<file path="src/rtl/risc_hazard_ctrl.sv">
// Pipeline hazard controller: sequences load-use stalls, taken-branch flushes and
// multi-cycle EX waits, gates forward selects and keeps saturating event counters.
module risc_hazard_ctrl #(
  parameter int CNT_W      = 16,
  parameter int MC_TIMEOUT = 64
) (
  input  logic             clk,
  input  logic             reset_n,
  input  logic             ha,
  input  logic             hb,
  input  logic             ex_rw,
  input  logic [4:0]       ex_da,
  input  logic             ex_load,
  input  logic [4:0]       dof_aa,
  input  logic [4:0]       dof_ba,
  input  logic             dof_ma,
  input  logic             dof_mb,
  input  logic             branch_taken,
  input  logic             mc_start,
  input  logic             mc_done,
  output logic             stall_pc,
  output logic             stall_ir,
  output logic             hold_ex,
  output logic             bubble_ex,
  output logic             flush,
  output logic             fwd_a,
  output logic             fwd_b,
  output logic             mc_error,
  output logic [CNT_W-1:0] stall_cnt,
  output logic [CNT_W-1:0] flush_cnt
);

  localparam int TMO_W = (MC_TIMEOUT > 2) ? $clog2(MC_TIMEOUT) : 1;
  localparam logic [TMO_W-1:0] TMO_LAST = TMO_W'(MC_TIMEOUT - 1);

  typedef enum logic [1:0] {
    ST_RUN     = 2'd0,
    ST_MC_WAIT = 2'd1,
    ST_FLUSH   = 2'd2
  } state_e;

  state_e           state_q, state_d;
  logic [TMO_W-1:0] tmo_q, tmo_d;
  logic [CNT_W-1:0] stall_cnt_q, stall_cnt_d;
  logic [CNT_W-1:0] flush_cnt_q, flush_cnt_d;

  logic load_use;
  logic stall_inc, flush_inc;
  logic stall_pc_c, stall_ir_c, hold_ex_c, bubble_ex_c, flush_c, mc_error_c;

  assign load_use = ex_load & ex_rw & (|ex_da) &
                    ((~dof_ma & (dof_aa == ex_da)) | (~dof_mb & (dof_ba == ex_da)));

  always_comb begin
    state_d     = state_q;
    tmo_d       = tmo_q;
    stall_inc   = 1'b0;
    flush_inc   = 1'b0;
    stall_pc_c  = 1'b0;
    stall_ir_c  = 1'b0;
    hold_ex_c   = 1'b0;
    bubble_ex_c = 1'b0;
    flush_c     = 1'b0;
    mc_error_c  = 1'b0;
    unique case (state_q)
      ST_RUN: begin
        if (branch_taken) begin
          flush_c   = 1'b1;
          flush_inc = 1'b1;
          state_d   = ST_FLUSH;
        end else if (mc_start) begin
          stall_pc_c = 1'b1;
          stall_ir_c = 1'b1;
          hold_ex_c  = 1'b1;
          tmo_d      = '0;
          state_d    = ST_MC_WAIT;
        end else if (load_use) begin
          stall_pc_c  = 1'b1;
          stall_ir_c  = 1'b1;
          bubble_ex_c = 1'b1;
          stall_inc   = 1'b1;
        end
      end
      ST_MC_WAIT: begin
        if (mc_done) begin
          state_d = ST_RUN;
        end else begin
          stall_pc_c = 1'b1;
          stall_ir_c = 1'b1;
          stall_inc  = 1'b1;
          // On timeout the stuck op is dropped: EX gets a bubble instead of being held.
          if (tmo_q == TMO_LAST) begin
            mc_error_c  = 1'b1;
            bubble_ex_c = 1'b1;
            state_d     = ST_RUN;
          end else begin
            hold_ex_c = 1'b1;
            tmo_d     = tmo_q + 1'b1;
          end
        end
      end
      ST_FLUSH: state_d = ST_RUN;
      default:  state_d = ST_RUN;
    endcase

    stall_cnt_d = stall_cnt_q;
    flush_cnt_d = flush_cnt_q;
    if (stall_inc && (stall_cnt_q != '1)) stall_cnt_d = stall_cnt_q + 1'b1;
    if (flush_inc && (flush_cnt_q != '1)) flush_cnt_d = flush_cnt_q + 1'b1;
  end

  always_comb begin
    stall_pc  = stall_pc_c;
    stall_ir  = stall_ir_c;
    hold_ex   = hold_ex_c;
    bubble_ex = bubble_ex_c;
    flush     = flush_c;
    mc_error  = mc_error_c;
    fwd_a     = ha & ~load_use & (state_q != ST_FLUSH) & ~stall_pc_c & ~stall_ir_c;
    fwd_b     = hb & ~load_use & (state_q != ST_FLUSH) & ~stall_pc_c & ~stall_ir_c;
    // Reset forces outputs low without waiting for the state flop to settle.
    if (!reset_n) begin
      stall_pc  = 1'b0;
      stall_ir  = 1'b0;
      hold_ex   = 1'b0;
      bubble_ex = 1'b0;
      flush     = 1'b0;
      mc_error  = 1'b0;
      fwd_a     = 1'b0;
      fwd_b     = 1'b0;
    end
  end

  assign stall_cnt = stall_cnt_q;
  assign flush_cnt = flush_cnt_q;

  always_ff @(posedge clk or negedge reset_n) begin
    if (!reset_n) begin
      state_q     <= ST_RUN;
      tmo_q       <= '0;
      stall_cnt_q <= '0;
      flush_cnt_q <= '0;
    end else begin
      state_q     <= state_d;
      tmo_q       <= tmo_d;
      stall_cnt_q <= stall_cnt_d;
      flush_cnt_q <= flush_cnt_d;
    end
  end

endmodule

</file>
<file path="config.mk">
export PLATFORM = sky130hd
export DESIGN_NAME = risc_hazard_ctrl
export DESIGN_NICKNAME = d
export VERILOG_FILES = /design/src/rtl/risc_hazard_ctrl.sv
export SDC_FILE = /design/constraint.sdc
export NUM_CORES = 1
export LEC_CHECK = 0
export CORE_MARGIN = 2
export CORE_UTILIZATION = 40
export CTS_CLUSTER_DIAMETER = 200
export DETAILED_ROUTE_END_ITERATION = 10
export HOLD_SLACK_MARGIN = 0.08
export PLACE_DENSITY = 0.7
export SKIP_LAST_GASP = 1
export SLEW_MARGIN = 20
export SYNTH_ARGS = -nofsm -noshare
export SYNTH_HDL_FRONTEND = slang
export SYNTH_SLANG_ARGS = --single-unit
</file>
<file path="constraint.sdc">
create_clock -name clk -period 2.6 [get_ports clk]
set_input_delay 0.26 -clock clk [delete_from_list [all_inputs] [get_ports clk]]
set_output_delay 0.26 -clock clk [all_outputs]
set_load 0.005 [all_outputs]
</file>
==> results.md <==
* Status: complete, no violations
* Clock skew at roughly 3.3 ps
* Cts bufs inserted at 5
* DRT iter0 DRCs at 64
* Peak supply drop at around 0.45 mV
* Wire per inst at 12.6 um
* RSZ-0062 raised after global routing: yes
* WL final at 4500 um
* Die area at 0.00597 mm2
* CP Capture Type: primary output
* Net Sw Frac at 0.295
* Worst endpoint data arrival time at approximately 2200 ps
* Max_slew headroom at 0.676
* Post-Syn Nets at between 200 and 250
* Critical path class: in -> out
* Largest net degree at the start of global routing at roughly 40
* Post-route cell area at 0.00304 mm2
* ANT cells at 0
* Layout cells sized above 1 at 0.108
* Vias in the first global route at 1673
* Vias at ~1800
* Post-route antenna net violation count at 0
* Yosys Warn Count at 0
* Pwr dens at ~550 mW/mm2
* Final worst slack at 186 ps
* Switching power at 0.496 mW
* Clock share of power at 0.229
* Worst min-delay path class: in -> async
* Compound-Gate Fraction of Synth Area at 0.0460
* Seq/Total Area, Yosys at 0.466
* Clk slew on worst S/H paths at around 70 ps
* Register share of total power at 0.497
* CTS tree: built
* Pleak at roughly 1.3 nW
* Clk root buf: clkbuf_8
* # rows at 26
* Final GP Congestion at 0.785
* Avg Inst Size Synth at roughly 10 um2
* CP Cell Sequence: clkdlybuf4s50_1 -> or4_1 -> o211ai_2 -> nor2_2 -> nor4_2 -> and2_1 -> dlygate4sd2_1
* Fin crit period at 2410 ps
* Final period utilization at 0.928
* Max-cap violations at 0
* Clk_lat worst skew at roughly 300 ps
* Setup crit start kind: input pin
* Cell Area, Placed at 0.00293 mm2
* Synthesis-to-layout area growth at 41.4%
* DRC viols at 0
* Comb pwr share at 0.275
* Buf/Inv on CP at 2
* GRT Overall Usage at 0.158
* CTS Buffer Depth at 2
* Largest family of logic cells by synthesized area: simple AND/OR/NAND/NOR gates
* Main synth FF type: dfrtp_1
* CP max FO at 2
* Syn Std Cell Area at 0.00215 mm2
* Total grt overflow at 0
* Worst-margin pin slew at 487 ps
* Number of fill cells in the layout at 487
* Port bufs at 65
* Max Slew Vio Count at 0
* Initial antenna violation count at 0
* Post-Synth Adder-Cell Area at 0.0175
* Multiplexer share of the synthesized area at 0.0210
* Async SR Flop Fraction at 1.00
* Synth Area in Simple Gates at 0.250
* Overall power at about 1.7 mW
* Fin. Hold Viols at 0
* Delay-heaviest family, CP: simple AND/OR/NAND/NOR gates
* Die Span X at 77.3 um
* Synth unique cells at 35
* Place WS at -146 ps
* HPWL after DPL at 3430 um
* Num Clock Sinks at 40
* H-tree depth at 2
* Pre-antenna DRT Iters at 4
* Core ar. at 0.00514 mm2
* # setup viols final at 0
* Number of synthesized register bits at 40
* Post-layout util at 0.591
* Worst EP required at about 2300 ps
* Max Clk Rate at 414 MHz
* Internal power at ~1.2 mW
* Top-Level Pins at 66
* Initial Util at 0.418
* Routed vias/inst at 4.92
* CP max-delay cell: or4_1
* Synth Instances at 209
* Die height at 77.3 um
* Post-Synth XOR/XNOR Area at 0.171
* Nets at about 320
* Max incr delay on CP at ~520 ps
* EDFF count, synth at 0
* First-pass GRT wire length at 7580 um
## power by group through the flow
stage                     clock network, mW  logic [mW]  registers (mW)
after floorplan                           0       0.192           0.832
after global placement                    0       0.450           0.844
after detailed placement                  0       0.466           0.843
after CTS                             0.401       0.468           0.834
after global routing                  0.434       0.506           0.853
final                                 0.384       0.461           0.835
## cell type report
class                           count  area, um2  share of cell area
Clock buffer                        6       72.6              0.0239
Inverter                            6       22.5             0.00742
Tap cell                           70       87.6              0.0288
Clock inverter                      1       5.00             0.00165
Multi-Input combinational cell    158       1110               0.365
Sequential cell                    40       1000               0.330
Timing Repair Buffer               77        741               0.244
## metrics by stage
step	instances	hold WS, ps	setup TNS, ps
final	358	84.3	0
after detailed placement	350	432	-503
after global routing	358	146	-2.80
after global placement	350	426	-268
after CTS	357	109	0
after floorplan	209	-35.6	0
## cell usage after synthesis (3+ instances only)
cell type / instances / area share
inv_1: 6 / 0.010
and2_1: 5 / 0.015
nand2_1: 11 / 0.019
and3_1: 11 / 0.032
xnor2_1: 22 / 0.090
ha_1: 3 / 0.017
xor2_1: 20 / 0.082
nand4_1: 14 / 0.041
nand3_1: 21 / 0.049
dfrtp_1: 40 / 0.47
nor2_1: 23 / 0.040
nor3_1: 3 / 0.0070
## cell usage in the layout (no fill, tap or decap), types with 6 or more instances in the layout
| cell type | Yosys | layout |
|---|---|---|
| dfrtp_1 | 40 | 40 |
| nand3_1 | 21 | 21 |
| nor2_1 | 23 | 22 |
| clkdlybuf4s50_1 | 0 | 56 |
| nand2_1 | 11 | 11 |
| inv_1 | 6 | 6 |
| xor2_1 | 20 | 19 |
| and3_1 | 11 | 11 |
| xnor2_1 | 22 | 22 |
| nand4_1 | 14 | 14 |
| buf_4 | 1 | 12 |
## layer usage
metal	GRT usage	vias up	share of wire
li1	-	882	-
met5	0	-	0
met4	0.0714	0	0.017
met2	0.256	39	0.48
met1	0.204	835	0.46
met3	0.0341	6	0.042
## final timing paths
path,startpoint,to,slack [ps],cells after the start
max in group asynchronous,reset_n,stall_cnt[11],2170,2
worst max register to register,stall_cnt[7],stall_cnt[1],650,6
min in group clk,stall_cnt[10],stall_cnt[10],490,1
worst min-delay path,reset_n,state_q[0],80,2
worst max-delay path,ex_da[1],fwd_b,190,7
worst min register to register,stall_cnt[10],stall_cnt[10],490,1
## what timing repair did
action | 4_1_cts | 5_1_grt
resized for setup | 8 | 4
endpoints found under the setup margin | 5 | 3
setup buffers | 0 | 1
pin swaps | 7 | 3
hold buffers | 0 | 0
## flip-flops by register name (all words and copies together) (netlist names)
signal and count:
flush_cnt 16, state_q 2, stall_cnt 16, tmo_q 6
## logic make-up (layout without fill, tap and decap cells)
group           after synthesis  after routing
flops                        40             40
buf+inv                      11             90
compound gates               11             11
simple gates                 98             98
fa+ha+maj                     3              3
mux                           4              4
xor+xnor                     42             42
Power figures use the tool's default switching activity.
